File: src/rtl/misc_exec_if.sv
// Issue-side and commit-side bus of the branch/CSR execution pipe.
// MISC_PIPE_DIFF_EN adds out_pc_o / out_csr_rdata_o for difftest tracing.
interface misc_exec_if #(
  parameter int XLEN      = 32,
  parameter int ROB_IDX_W = 6,
  parameter int PREG_W    = 6
);
  logic                 flush_i;
  logic                 kill_valid_i;
  logic [ROB_IDX_W-1:0] kill_rob_idx_i;
  logic                 in_valid_i;
  logic                 in_ready_o;
  logic [3:0]           in_op_i;
  logic [XLEN-1:0]      in_pc_i;
  logic [XLEN-1:0]      in_imm_i;
  logic [XLEN-1:0]      in_src0_i;
  logic [XLEN-1:0]      in_src1_i;
  logic                 in_link_i;
  logic                 in_pred_taken_i;
  logic [XLEN-1:0]      in_pred_target_i;
  logic [PREG_W-1:0]    in_pdest_i;
  logic [ROB_IDX_W-1:0] in_rob_idx_i;
  logic [XLEN-1:0]      csr_rdata_i;
  logic                 out_valid_o;
  logic                 out_ready_i;
  logic                 out_we_o;
  logic [XLEN-1:0]      out_wdata_o;
  logic [PREG_W-1:0]    out_pdest_o;
  logic [ROB_IDX_W-1:0] out_rob_idx_o;
  logic                 out_br_taken_o;
  logic                 out_redirect_o;
  logic [XLEN-1:0]      out_br_target_o;
  logic                 out_csr_we_o;
  logic [13:0]          out_csr_waddr_o;
  logic [XLEN-1:0]      out_csr_wdata_o;
`ifdef MISC_PIPE_DIFF_EN
  logic [XLEN-1:0]      out_pc_o;
  logic [XLEN-1:0]      out_csr_rdata_o;
`endif

  modport master (
`ifdef MISC_PIPE_DIFF_EN
    input  out_pc_o, out_csr_rdata_o,
`endif
    output flush_i, kill_valid_i, kill_rob_idx_i, in_valid_i, in_op_i, in_pc_i,
           in_imm_i, in_src0_i, in_src1_i, in_link_i, in_pred_taken_i,
           in_pred_target_i, in_pdest_i, in_rob_idx_i, csr_rdata_i, out_ready_i,
    input  in_ready_o, out_valid_o, out_we_o, out_wdata_o, out_pdest_o,
           out_rob_idx_o, out_br_taken_o, out_redirect_o, out_br_target_o,
           out_csr_we_o, out_csr_waddr_o, out_csr_wdata_o
  );

  modport slave (
`ifdef MISC_PIPE_DIFF_EN
    output out_pc_o, out_csr_rdata_o,
`endif
    input  flush_i, kill_valid_i, kill_rob_idx_i, in_valid_i, in_op_i, in_pc_i,
           in_imm_i, in_src0_i, in_src1_i, in_link_i, in_pred_taken_i,
           in_pred_target_i, in_pdest_i, in_rob_idx_i, csr_rdata_i, out_ready_i,
    output in_ready_o, out_valid_o, out_we_o, out_wdata_o, out_pdest_o,
           out_rob_idx_o, out_br_taken_o, out_redirect_o, out_br_target_o,
           out_csr_we_o, out_csr_waddr_o, out_csr_wdata_o
  );
endinterface

File: src/rtl/misc_exec_pipe.sv
// Branch/CSR execution pipe: resolve at entry, then DEPTH elastic register stages
// with flush and ROB-age selective kill. MISC_PIPE_DIFF_EN carries pc/csr_rdata too.
module misc_exec_pipe #(
  parameter int XLEN      = 32,
  parameter int ROB_IDX_W = 6,
  parameter int PREG_W    = 6,
  parameter int DEPTH     = 2
) (
  input logic     clk,
  input logic     rst_n,
  misc_exec_if.slave bus
);
  typedef struct packed {
    logic                 we;
    logic [XLEN-1:0]      wdata;
    logic [PREG_W-1:0]    pdest;
    logic [ROB_IDX_W-1:0] rob_idx;
    logic                 br_taken;
    logic                 redirect;
    logic [XLEN-1:0]      br_target;
    logic                 csr_we;
    logic [13:0]          csr_waddr;
    logic [XLEN-1:0]      csr_wdata;
`ifdef MISC_PIPE_DIFF_EN
    logic [XLEN-1:0]      pc;
    logic [XLEN-1:0]      csr_rdata;
`endif
  } pl_t;

  // MSB is the phase bit: a differing phase inverts the magnitude compare.
  function automatic logic younger(input logic [ROB_IDX_W-1:0] e, input logic [ROB_IDX_W-1:0] k);
    return (e[ROB_IDX_W-2:0] > k[ROB_IDX_W-2:0]) ^ (e[ROB_IDX_W-1] != k[ROB_IDX_W-1]);
  endfunction

  pl_t             cur;
  logic            taken;
  logic [XLEN-1:0] pc4, tgt;
  logic [3:0]      op;

  assign op  = bus.in_op_i;
  assign pc4 = bus.in_pc_i + XLEN'(4);
  assign tgt = (op == 4'd6) ? bus.in_src0_i + bus.in_imm_i : bus.in_pc_i + bus.in_imm_i;

  always_comb begin
    cur   = '0;
    taken = 1'b0;
    case (op)
      4'd0:       taken = bus.in_src0_i == bus.in_src1_i;
      4'd1:       taken = bus.in_src0_i != bus.in_src1_i;
      4'd2:       taken = $signed(bus.in_src0_i) <  $signed(bus.in_src1_i);
      4'd3:       taken = $signed(bus.in_src0_i) >= $signed(bus.in_src1_i);
      4'd4:       taken = bus.in_src0_i <  bus.in_src1_i;
      4'd5:       taken = bus.in_src0_i >= bus.in_src1_i;
      4'd6, 4'd7: taken = 1'b1;
      default:    taken = 1'b0;
    endcase
    cur.pdest   = bus.in_pdest_i;
    cur.rob_idx = bus.in_rob_idx_i;
    if (op <= 4'd7) begin
      cur.br_taken  = taken;
      cur.br_target = taken ? tgt : pc4;
      cur.redirect  = (taken != bus.in_pred_taken_i) | (taken & (tgt != bus.in_pred_target_i));
      cur.we        = bus.in_link_i;
      cur.wdata     = pc4;
    end else if (op <= 4'd10) begin
      cur.we        = 1'b1;
      cur.wdata     = bus.csr_rdata_i;
      cur.csr_waddr = bus.in_imm_i[13:0];
      cur.csr_we    = op != 4'd8;
      cur.csr_wdata = (op == 4'd9) ? bus.in_src0_i
                    : (bus.in_src0_i & bus.in_src1_i) | (bus.csr_rdata_i & ~bus.in_src1_i);
    end
`ifdef MISC_PIPE_DIFF_EN
    cur.pc        = bus.in_pc_i;
    cur.csr_rdata = bus.csr_rdata_i;
`endif
  end

  logic [DEPTH-1:0] vld_pipe, adv, src_vld;
  pl_t              pl     [DEPTH];
  pl_t              src_pl [DEPTH];
  logic             full;

  // A stage stalls only when it and every stage downstream are full and the sink is stalled.
  always_comb begin
    adv     = '0;
    src_vld = '0;
    full    = 1'b1;
    for (int k = DEPTH-1; k >= 0; k--) begin
      full   = full & vld_pipe[k];
      adv[k] = bus.out_ready_i | ~full;
    end
    src_vld[0] = bus.in_valid_i;
    src_pl[0]  = cur;
    for (int k = 1; k < DEPTH; k++) begin
      src_vld[k] = vld_pipe[k-1];
      src_pl[k]  = pl[k-1];
    end
  end

  always_ff @(posedge clk or negedge rst_n) begin
    if (!rst_n) begin
      vld_pipe <= '0;
      for (int k = 0; k < DEPTH; k++) pl[k] <= '0;
    end else begin
      for (int k = 0; k < DEPTH; k++) begin
        if (bus.flush_i) begin
          vld_pipe[k] <= 1'b0;
        end else if (adv[k]) begin
          vld_pipe[k] <= src_vld[k] & ~(bus.kill_valid_i & younger(src_pl[k].rob_idx, bus.kill_rob_idx_i));
          if (src_vld[k]) pl[k] <= src_pl[k];
        end else begin
          vld_pipe[k] <= vld_pipe[k] & ~(bus.kill_valid_i & younger(pl[k].rob_idx, bus.kill_rob_idx_i));
        end
      end
    end
  end

  assign bus.in_ready_o      = adv[0];
  assign bus.out_valid_o     = vld_pipe[DEPTH-1];
  assign bus.out_we_o        = pl[DEPTH-1].we;
  assign bus.out_wdata_o     = pl[DEPTH-1].wdata;
  assign bus.out_pdest_o     = pl[DEPTH-1].pdest;
  assign bus.out_rob_idx_o   = pl[DEPTH-1].rob_idx;
  assign bus.out_br_taken_o  = pl[DEPTH-1].br_taken;
  assign bus.out_redirect_o  = pl[DEPTH-1].redirect;
  assign bus.out_br_target_o = pl[DEPTH-1].br_target;
  assign bus.out_csr_we_o    = pl[DEPTH-1].csr_we;
  assign bus.out_csr_waddr_o = pl[DEPTH-1].csr_waddr;
  assign bus.out_csr_wdata_o = pl[DEPTH-1].csr_wdata;
`ifdef MISC_PIPE_DIFF_EN
  assign bus.out_pc_o        = pl[DEPTH-1].pc;
  assign bus.out_csr_rdata_o = pl[DEPTH-1].csr_rdata;
`endif
endmodule
File: src/flat_wrapper.sv
// flat-port wrapper written by rule: the top's interface ports become plain ports
module misc_exec_pipe_flat 
#(
  parameter int XLEN      = 32,
  parameter int ROB_IDX_W = 6,
  parameter int PREG_W    = 6,
  parameter int DEPTH     = 2
)
  (clk, rst_n, bus_flush_i, bus_kill_valid_i, bus_kill_rob_idx_i, bus_in_valid_i, bus_in_op_i, bus_in_pc_i, bus_in_imm_i, bus_in_src0_i, bus_in_src1_i, bus_in_link_i, bus_in_pred_taken_i, bus_in_pred_target_i, bus_in_pdest_i, bus_in_rob_idx_i, bus_csr_rdata_i, bus_out_ready_i, bus_in_ready_o, bus_out_valid_o, bus_out_we_o, bus_out_wdata_o, bus_out_pdest_o, bus_out_rob_idx_o, bus_out_br_taken_o, bus_out_redirect_o, bus_out_br_target_o, bus_out_csr_we_o, bus_out_csr_waddr_o, bus_out_csr_wdata_o);
  misc_exec_if #(.XLEN(XLEN), .ROB_IDX_W(ROB_IDX_W), .PREG_W(PREG_W)) bus_i ();
  input logic clk;
  input logic rst_n;
  input wire logic [$bits(bus_i.flush_i)-1:0] bus_flush_i;
  input wire logic [$bits(bus_i.kill_valid_i)-1:0] bus_kill_valid_i;
  input wire logic [$bits(bus_i.kill_rob_idx_i)-1:0] bus_kill_rob_idx_i;
  input wire logic [$bits(bus_i.in_valid_i)-1:0] bus_in_valid_i;
  input wire logic [$bits(bus_i.in_op_i)-1:0] bus_in_op_i;
  input wire logic [$bits(bus_i.in_pc_i)-1:0] bus_in_pc_i;
  input wire logic [$bits(bus_i.in_imm_i)-1:0] bus_in_imm_i;
  input wire logic [$bits(bus_i.in_src0_i)-1:0] bus_in_src0_i;
  input wire logic [$bits(bus_i.in_src1_i)-1:0] bus_in_src1_i;
  input wire logic [$bits(bus_i.in_link_i)-1:0] bus_in_link_i;
  input wire logic [$bits(bus_i.in_pred_taken_i)-1:0] bus_in_pred_taken_i;
  input wire logic [$bits(bus_i.in_pred_target_i)-1:0] bus_in_pred_target_i;
  input wire logic [$bits(bus_i.in_pdest_i)-1:0] bus_in_pdest_i;
  input wire logic [$bits(bus_i.in_rob_idx_i)-1:0] bus_in_rob_idx_i;
  input wire logic [$bits(bus_i.csr_rdata_i)-1:0] bus_csr_rdata_i;
  input wire logic [$bits(bus_i.out_ready_i)-1:0] bus_out_ready_i;
  output wire logic [$bits(bus_i.in_ready_o)-1:0] bus_in_ready_o;
  output wire logic [$bits(bus_i.out_valid_o)-1:0] bus_out_valid_o;
  output wire logic [$bits(bus_i.out_we_o)-1:0] bus_out_we_o;
  output wire logic [$bits(bus_i.out_wdata_o)-1:0] bus_out_wdata_o;
  output wire logic [$bits(bus_i.out_pdest_o)-1:0] bus_out_pdest_o;
  output wire logic [$bits(bus_i.out_rob_idx_o)-1:0] bus_out_rob_idx_o;
  output wire logic [$bits(bus_i.out_br_taken_o)-1:0] bus_out_br_taken_o;
  output wire logic [$bits(bus_i.out_redirect_o)-1:0] bus_out_redirect_o;
  output wire logic [$bits(bus_i.out_br_target_o)-1:0] bus_out_br_target_o;
  output wire logic [$bits(bus_i.out_csr_we_o)-1:0] bus_out_csr_we_o;
  output wire logic [$bits(bus_i.out_csr_waddr_o)-1:0] bus_out_csr_waddr_o;
  output wire logic [$bits(bus_i.out_csr_wdata_o)-1:0] bus_out_csr_wdata_o;
  assign bus_i.flush_i = bus_flush_i;
  assign bus_i.kill_valid_i = bus_kill_valid_i;
  assign bus_i.kill_rob_idx_i = bus_kill_rob_idx_i;
  assign bus_i.in_valid_i = bus_in_valid_i;
  assign bus_i.in_op_i = bus_in_op_i;
  assign bus_i.in_pc_i = bus_in_pc_i;
  assign bus_i.in_imm_i = bus_in_imm_i;
  assign bus_i.in_src0_i = bus_in_src0_i;
  assign bus_i.in_src1_i = bus_in_src1_i;
  assign bus_i.in_link_i = bus_in_link_i;
  assign bus_i.in_pred_taken_i = bus_in_pred_taken_i;
  assign bus_i.in_pred_target_i = bus_in_pred_target_i;
  assign bus_i.in_pdest_i = bus_in_pdest_i;
  assign bus_i.in_rob_idx_i = bus_in_rob_idx_i;
  assign bus_i.csr_rdata_i = bus_csr_rdata_i;
  assign bus_i.out_ready_i = bus_out_ready_i;
  assign bus_in_ready_o = bus_i.in_ready_o;
  assign bus_out_valid_o = bus_i.out_valid_o;
  assign bus_out_we_o = bus_i.out_we_o;
  assign bus_out_wdata_o = bus_i.out_wdata_o;
  assign bus_out_pdest_o = bus_i.out_pdest_o;
  assign bus_out_rob_idx_o = bus_i.out_rob_idx_o;
  assign bus_out_br_taken_o = bus_i.out_br_taken_o;
  assign bus_out_redirect_o = bus_i.out_redirect_o;
  assign bus_out_br_target_o = bus_i.out_br_target_o;
  assign bus_out_csr_we_o = bus_i.out_csr_we_o;
  assign bus_out_csr_waddr_o = bus_i.out_csr_waddr_o;
  assign bus_out_csr_wdata_o = bus_i.out_csr_wdata_o;
  misc_exec_pipe #(.XLEN(XLEN), .ROB_IDX_W(ROB_IDX_W), .PREG_W(PREG_W), .DEPTH(DEPTH)) u_core (.clk(clk), .rst_n(rst_n), .bus(bus_i));
endmodule
File: config.mk
export PLATFORM = sky130hd
export DESIGN_NAME = misc_exec_pipe_flat
export DESIGN_NICKNAME = d
export VERILOG_FILES = /design/src/rtl/misc_exec_if.sv /design/src/rtl/misc_exec_pipe.sv /design/src/flat_wrapper.sv
export SDC_FILE = /design/constraint.sdc
export NUM_CORES = 1
export LEC_CHECK = 0
export ABC_CLOCK_PERIOD_IN_PS = 3500
export CORE_ASPECT_RATIO = 0.75
export CORE_MARGIN = 2
export CORE_UTILIZATION = 50
export DETAILED_ROUTE_END_ITERATION = 10
export PLACE_DENSITY_LB_ADDON = 0.15
export SYNTH_ARGS = -nofsm -noshare
export SYNTH_HDL_FRONTEND = slang
export SYNTH_SLANG_ARGS = --single-unit
File: constraint.sdc
create_clock -name clk -period 3.5 [get_ports clk]
set_clock_uncertainty 0.2 [all_clocks]
set_input_delay 0.7 -clock clk [delete_from_list [all_inputs] [get_ports clk]]
set_output_delay 0.7 -clock clk [all_outputs]
set_load 0.05 [all_outputs]
==> results.md, run 1 <==
- Starting Density: 0.5082
- Startpoint Class: input pin
- Total power: ~12 mW
- Adder-cell share of the synthesized area: 0.06586
- Failing checks: negative setup slack
- Post-Synth XOR/XNOR Area: 0.05428
- H-tree lvl count: 1
- Initial DRC count: approximately 1,100
- Hold Crit Endpoint: u_core.pl[136]$_DFFE_PN0P_
- Final hold vios: 0
- Status: finished, violations left
- Synth top cells by count: 254 x dfrtp_1, 154 x mux2_2, 153 x nand2_1
- Worst reg-to-reg setup slack: around 0.49 ns
- Maximum vdd drop: 367.0 uV
- Critical R2R Capture: u_core.pl[205]$_DFFE_PN0P_
- Endpoints failing setup: 13
- Worst-path maximum fanout: 7
- DR WL/cell: 21.29 um
- Worst Hold Class: register to register
- Post-synthesis compound-gate area fraction: 0.1229
- Final Instance Area: around 24,000 um^2
- Post-synth net total: 1,893
- RSZ-0062 raised after global routing: true
- Worst skew pair latency: between 0.5 and 0.6 ns
- Rows: 56
- Final-report max-slew violation count: 0
- Largest net degree at the start of global routing: just over 80
- Post-synth EDFFs: 0
- Gr usage total: 0.3145
- Placed Cells: between 2,000 and 2,500
- Top post-synthesis cells by area: dfrtp_1 40%, mux2_2 11%, ha_1 6.5%
- Die Wd: between 200 and 250 um
- Fin crit share: 1.170
- Worst Path Arrival: around 4.4 ns
- Avg Inst Size Synth: between 10 and 15 um^2
- CTS Buffer Depth: 3
- I/O Buffers: about 350
- Post-route ant nets: 0
- Core area: about 31,000 um^2
- Routed vias: 14,100
- Fmax: 244.3 MHz
- Crit Path Category: input pin to register
- Asr flop ratio synth: 1.000
- Remaining DRCs: 0
- Cell with the most instances after synthesis: dfrtp_1
- Worst R2R Start: u_core.vld_pipe[1]$_DFF_PN0_
- Setup ws final: -0.5938 ns
- Placer Congestion: just over 0.9
- Worst slew margin: 0.4667
- Top-Level Pins: 350
- LEAKAGE: approximately 11 nW
- Post-synthesis mux area share: 0.1520
- Worst-margin pin slew: 0.7916 ns
- Clock sinks: approximately 250
- Die height: roughly 160 um
- Simple-gate share of the synthesized area: 0.1136
- DP Wirelength: around 40,000 um
- Initial antenna violation count: 7
- Die area: around 33,000 um^2
- Non-filler cells, final: 2,513
- Clock slew at reported path FFs: 0.07 ns
- Post-synthesis cell type count: 69
- Fill cells: 2,123
- Final nets: about 2,400
- Synth Cell Area: approximately 16,000 um^2
- Pre-antenna DRT Iters: 6
- Vias in the first global route: around 14,000
- Worst reg2reg path depth: 10
- Post-route minimum period: about 4 ns
- Hold path cells: 2
- Max cap viols: 0
- Cell taking the most area after synthesis: dfrtp_1
- First-pass GRT wire length: 80,520 um
- HP Start: u_core.pl[136]$_DFFE_PN0P_
- Layout area overhead: 48.15%
- Largest family of logic cells by synthesized area: multiplexers
- WP data required: around 3.8 ns
- Yosys warnings: 0
- Number of synthesized register bits: 254
- Worst Hold Slack: about 0.28 ns
- Yosys top cell area share: 0.4002
- Proportion of layout cells with a drive suffix above 1: 0.3544
- Crit end category: register
- CTS tree: yes
- Vias per inst: ~5.6
- TritonCTS Buffers: 26
- Synthesized instance count: around 1,600
- Placed Area: ~21,000 um^2
- Sequential element share of the synthesized area: 0.4002
- Grt total ovfl: 0
- PwrDens: 505.3 nW/um^2
- Final WL: roughly 54,000 um
- CTS Root Cell: clkbuf_16
- Top_reg_cell synth: dfrtp_1
- Dpl ws: -1.706 ns
## sequential cells by signal (all words and copies together), names as in the netlist
signal                      cells
u_core.bus.out_br_target_o     32
u_core.bus.out_we_o             1
u_core.bus.out_csr_we_o         1
u_core.bus.out_br_taken_o       1
u_core.vld_pipe                 2
u_core.bus.out_rob_idx_o        6
u_core.bus.out_pdest_o          6
u_core.bus.out_wdata_o         32
u_core.pl                     126
u_core.bus.out_csr_waddr_o     14
u_core.bus.out_csr_wdata_o     32
u_core.bus.out_redirect_o       1
## area by class of cell
| class | instances | area, um^2 | share of cell area |
|---|---|---|---|
| diodes | 5 | 12.51 | 0.0005317 |
| clock buffers | 38 | 757.0 | 0.03217 |
| clock inverters | 10 | 181.4 | 0.007710 |
| inverters | 55 | 206.4 | 0.008774 |
| multi-input cells | 1080 | 9513 | 0.4043 |
| flip-flops and latches | 254 | 6356 | 0.2701 |
| well taps | 406 | 508.0 | 0.02159 |
| repair buffers | 665 | 5996 | 0.2548 |
## worst max-delay path by stage
stage / depth (start not counted) / end / startpoint
after floorplan: 17 / u_core.pl[205]$_DFFE_PN0P_ / bus_in_op_i[0]
after global placement: 16 / u_core.pl[205]$_DFFE_PN0P_ / bus_in_op_i[2]
after detailed placement: 16 / u_core.pl[205]$_DFFE_PN0P_ / bus_in_op_i[2]
after CTS: 16 / u_core.pl[205]$_DFFE_PN0P_ / bus_in_op_i[3]
after global routing: 18 / u_core.pl[205]$_DFFE_PN0P_ / bus_in_op_i[3]
final: 18 / u_core.pl[205]$_DFFE_PN0P_ / bus_in_op_i[2]
## worst max-delay path, cell delays in order
cell and delay, ns:
buf_2 0.09, nor4bb_4 0.35, buf_12 0.19, buf_8 0.11, mux2_4 0.31, ha_4 0.29, buf_6 0.10, nand4_1 0.19
a211oi_4 0.34, nor2_4 0.10, buf_4 0.15, o21bai_4 0.14, xor2_2 0.18, xor2_1 0.09, or4_4 0.51, nor4_4 0.22
nand4_1 0.11, o21a_1 0.18
## power by group
part	total (mW)	switching, mW	internal [mW]	leakage [nW]
clock network	3.07	1.20	1.87	0.457
logic	5.02	2.82	2.21	6.80
registers	3.80	0.328	3.47	3.35
## layout by cell type (no fill, tap or decap), drive strengths merged, types with 7 or more instances in the layout
| cell type | synthesis | final |
|---|---|---|
| a21o | 9 | 9 |
| o21bai | 7 | 7 |
| a22o | 16 | 16 |
| nand4 | 23 | 23 |
| o21ai | 102 | 102 |
| a211oi | 8 | 8 |
| nand3 | 32 | 32 |
| nand2 | 153 | 153 |
| nand2b | 8 | 8 |
| xnor2 | 49 | 49 |
| nor2 | 88 | 88 |
| a221o | 29 | 29 |
| nor2b | 9 | 9 |
| dlygate4sd2 | 0 | 12 |
| ha | 82 | 82 |
| a21oi | 74 | 74 |
| clkbuf | 72 | 80 |
| nor3 | 14 | 14 |
| clkdlybuf4s50 | 0 | 279 |
| mux2 | 154 | 154 |
| a31oi | 9 | 9 |
| and3 | 8 | 8 |
| mux2i | 68 | 68 |
| o21a | 9 | 9 |
| buf | 127 | 326 |
| or3 | 14 | 14 |
| inv | 55 | 56 |
| dfrtp | 254 | 254 |
| nor4 | 8 | 8 |
| xor2 | 39 | 39 |
## metrics by stage
| step | TNS [ns] | util |
|---|---|---|
| 2_1_floorplan | -7.072 | - |
| 3_3_place_gp | -32.29 | 0.6758 |
| 3_5_place_dp | -33.99 | 0.6758 |
| 4_1_cts | -2.448 | 0.7394 |
| 5_1_grt | -4.974 | 0.7528 |
| 6_report | -2.857 | 0.7530 |
## cell families (layout without fill, tap and decap cells)
family,after synthesis,after routing
mux,222,222
simple gates,382,382
buf+inv,254,768
flops,254,254
other cells,0,5
compound gates,301,301
fa+ha+maj,83,83
xor+xnor,92,92
## metal layers
metal  vias to the layer above  part of all wire  GRT usage
met2                       539              0.47     0.5195
met4                         4             0.023    0.07700
li1                       6500                 -          -
met3                        85             0.068    0.05385
met1                      6971              0.44     0.4342
met5                         -           0.00043          0
## repair_timing
action                     4_1_cts  5_1_grt
gates resized for setup        222      195
gates cloned                     1        1
setup endpoints to repair       34       30
hold buffers                     1        0
hold endpoints to repair        58        0
setup buffers                   44       17
pin swaps                       83       79
Power figures use the tool's default switching activity.
==> inputs of run 2 (changes only) <==
--- a/config.mk
+++ b/config.mk
@@ -8,9 +8,11 @@
 export ABC_CLOCK_PERIOD_IN_PS = 3500
 export CORE_ASPECT_RATIO = 0.75
 export CORE_MARGIN = 2
-export CORE_UTILIZATION = 50
+export CORE_UTILIZATION = 52
 export DETAILED_ROUTE_END_ITERATION = 10
+export HOLD_SLACK_MARGIN = 0.15
 export PLACE_DENSITY_LB_ADDON = 0.15
+export SETUP_SLACK_MARGIN = 0.02
 export SYNTH_ARGS = -nofsm -noshare
 export SYNTH_HDL_FRONTEND = slang
 export SYNTH_SLANG_ARGS = --single-unit
==> run 2 against run 1 <==
Compared with the run above: largest cell class unchanged; clock power decreased by 5%; die area is 3.8% lower; largest power group unchanged; sequential share of layout area increased by 0.21 points; setup slack better by 0.018 ns; the flow still finishes with violations (negative setup slack); flip-flop and latch count unchanged; design area down 0.78%; routed wire length grew 0.80%; cell count shrank 1.1%; first-iteration DRC count down 8.5%.
==> results.md, run 2 (same netlist as run 1, synthesis figures left out) <==
- Worst reg-to-reg setup slack: 0.43 ns (-0.06 ns)
- Post-route ant nets: 0 (unchanged)
- Status: finished, violations left
- Setup crit end: u_core.pl[205]$_DFFE_PN0P_
- Met2 Use GR: 0.5358 (+0.01630)
- Die Wd: 205.8 um (-1.9%)
- Die area: 31,970 um^2 (-3.8%)
- Vias in the first global route: 14,410 (+1.7%)
- Largest net degree at the start of global routing: 77 (-4.9%)
- Grt total ovfl: 0 (unchanged)
- Failing checks: negative setup slack
- RSZ-0062 raised after global routing: true
- CTS Root Cell: clkbuf_16
- Largest register FFs: 126 (unchanged)
- CP Launch Point: bus_in_op_i[3]
- Post-route minimum period: 4.076 ns (-0.01765 ns)
- DR WL/cell: 21.70 um (+1.9%)
- WP data required: 3.74 ns (about the same)
- Fin crit share: 1.165 (-0.005042)
- First-pass GRT wire length: 81,660 um (+1.4%)
- Final nets: 2,373 (-0.59%)
- Most frequent cells in the layout: 279 x clkdlybuf4s50_1, 254 x dfrtp_1, 252 x buf_4
- Fill cells: 2,040 (-3.9%)
- Placer Congestion: 0.9430 (+0.86%)
- Footprint of the multi-input gates: 9443 um^2 (-0.74%)
- Layout area overhead: 47.00%
- Setup TNS Final: -3.179 ns (-0.3224 ns)
- Crit Path Category: input pin to register
- Worst-path maximum fanout: 8 (+1)
- Worst R2R Start: u_core.vld_pipe[1]$_DFF_PN0_
- Initial DRC count: 998 (-8.5%)
- CTS tree: yes
- GR peak layer: met2
- Fmax: 245.3 MHz (+0.43%)
- Max cap viols: 0 (unchanged)
- Gr usage total: 0.3304 (+0.01593)
- Biggest register: u_core.pl
- Core area: 30,140 um^2 (-3.5%)
- LEAKAGE: 10.52 nW (-0.82%)
- Maximum vdd drop: 409.4 uV (+12%)
- H-tree lvl count: 1 (unchanged)
- Worst skew pair latency: 0.55 ns (about the same)
- Worst slew margin: 0.5244 (+0.05774)
- Dpl ws: -1.690 ns (+0.01679 ns)
- TritonCTS Buffers: 27 (+3.8%)
- Final hold vios: 0 (unchanged)
- Worst Hold Class: register to register
- Worst-margin pin slew: 0.7059 ns (-0.08570 ns)
- Final WL: 53,930 um (+0.80%)
- Worst Path Arrival: 4.32 ns (-0.03 ns)
- Most common cell after layout, fill and taps aside: clkdlybuf4s50_1
- CTS Buffer Depth: 3 (unchanged)
- Crit end category: register
- I/O Buffers: 349 (unchanged)
- Register Area: 6356 um^2 (unchanged)
- Proportion of layout cells with a drive suffix above 1: 0.3448 (-0.009580)
- Routed vias: 14,000 (-0.73%)
- Setup ws final: -0.5762 ns (+0.01765 ns)
- Total power: 11.74 mW (-1.3%)
- Top-Level Pins: 350 (unchanged)
- PwrDens: 502.9 nW/um^2 (-0.48%)
- Initial antenna violation count: 3 (-4)
- Final-report max-slew violation count: 0 (unchanged)
- Startpoint Class: input pin
- Remaining DRCs: 0 (unchanged)
- Starting Density: 0.5269 (+0.01869)
- Endpoints failing setup: 12 (-1)
- Clock sinks: 254 (unchanged)
- HP Start: u_core.pl[214]$_DFFE_PN0P_
- Clock slew at reported path FFs: 0.07 ns (about the same)
- Critical R2R Capture: u_core.pl[205]$_DFFE_PN0P_
- Pre-antenna DRT Iters: 5 (-1)
- Grt met1 use: 0.4563 (+0.02208)
- DP Wirelength: 40,210 um (+1.6%)
- Rows: 55 (-1.8%)
- GRT met3 Usage: 0.06347 (+0.009623)
- Die height: 155.4 um (-1.9%)
- Worst reg2reg path depth: 10 (unchanged)
- Vias per inst: 5.630 (+0.35%)
run 2: changes by cell type in the layout (fill, tap and decap cells not counted), moves of 6 or more:
cell / before / now
clkbuf_2: 40 / 17
ha_4: 46 / 40
buf_4: 269 / 252
dlygate4sd2_1: 12 / 21
buf_2: 5 / 15
buf_6: 30 / 36
run 2: per-stage QoR:
stage | std cells | util | instance area, um^2 | hold WS [ns]
after floorplan | 1588 | - | 16340 | 0.2044
after global placement | 2394 | 0.6999 | 21100 | 0.2529
after detailed placement | 2394 | 0.6999 | 21100 | 0.2594
after CTS | 2465 | 0.7592 | 22880 | 0.2733
after global routing | 2486 | 0.7746 | 23350 | 0.2984
final | 2486 | 0.7746 | 23350 | 0.2728
run 2: worst min path at each step:
stage                                                  endpoint  slack [ns]  cells past startpoint
final                                u_core.pl[214]$_DFFE_PN0P_        0.27                      2
after global routing                 u_core.pl[129]$_DFFE_PN0P_        0.30                      2
after CTS                            u_core.pl[214]$_DFFE_PN0P_        0.27                      2
after detailed placement             u_core.pl[214]$_DFFE_PN0P_        0.26                      2
after global placement               u_core.pl[214]$_DFFE_PN0P_        0.25                      2
after floorplan           u_core.bus.out_br_taken_o$_DFFE_PN0P_        0.20                      0
run 2: what timing repair did:
item                       4_1_cts  5_1_grt
hold buffers                     1        0
buffers inserted                25       20
pin swaps                       66       58
gates cloned                     2        0
resized for setup              289      107
hold endpoints to repair        62        0
setup endpoints to repair       34       31
run 2: critical path, cell delays in order:
cell and delay (ns):
buf_6 0.10, nor4bb_4 0.31, buf_6 0.19, buf_12 0.14
mux2_2 0.38, ha_1 0.31, xor2_1 0.30, nor3_1 0.12
or4_1 0.51, nor3_1 0.25, nand4_1 0.14, nor4_2 0.17
nand4_1 0.20, nor4_4 0.18, nand4_1 0.12, o21a_1 0.19
run 2: layout make-up:
cell class,instances,area share
diodes,2,0.0002144
clock buffers,33,0.03162
clock inverters,13,0.006860
inverters,55,0.008842
multi-input cells,1080,0.4044
flip-flops and latches,254,0.2722
well taps,399,0.02138
repair buffers,650,0.2544
run 2: power breakdown:
group,internal [mW],switching (mW)
combinational,2.18,2.84
clock,1.72,1.21
sequential,3.47,0.328
run 2: layer usage:
layer	wire [um]	up-vias	part of all wire
li1	-	6466	-
met1	23330	6912	0.43
met2	25180	541	0.47
met3	4112	75	0.076
met4	1295	2	0.024
met5	13	-	0.00024
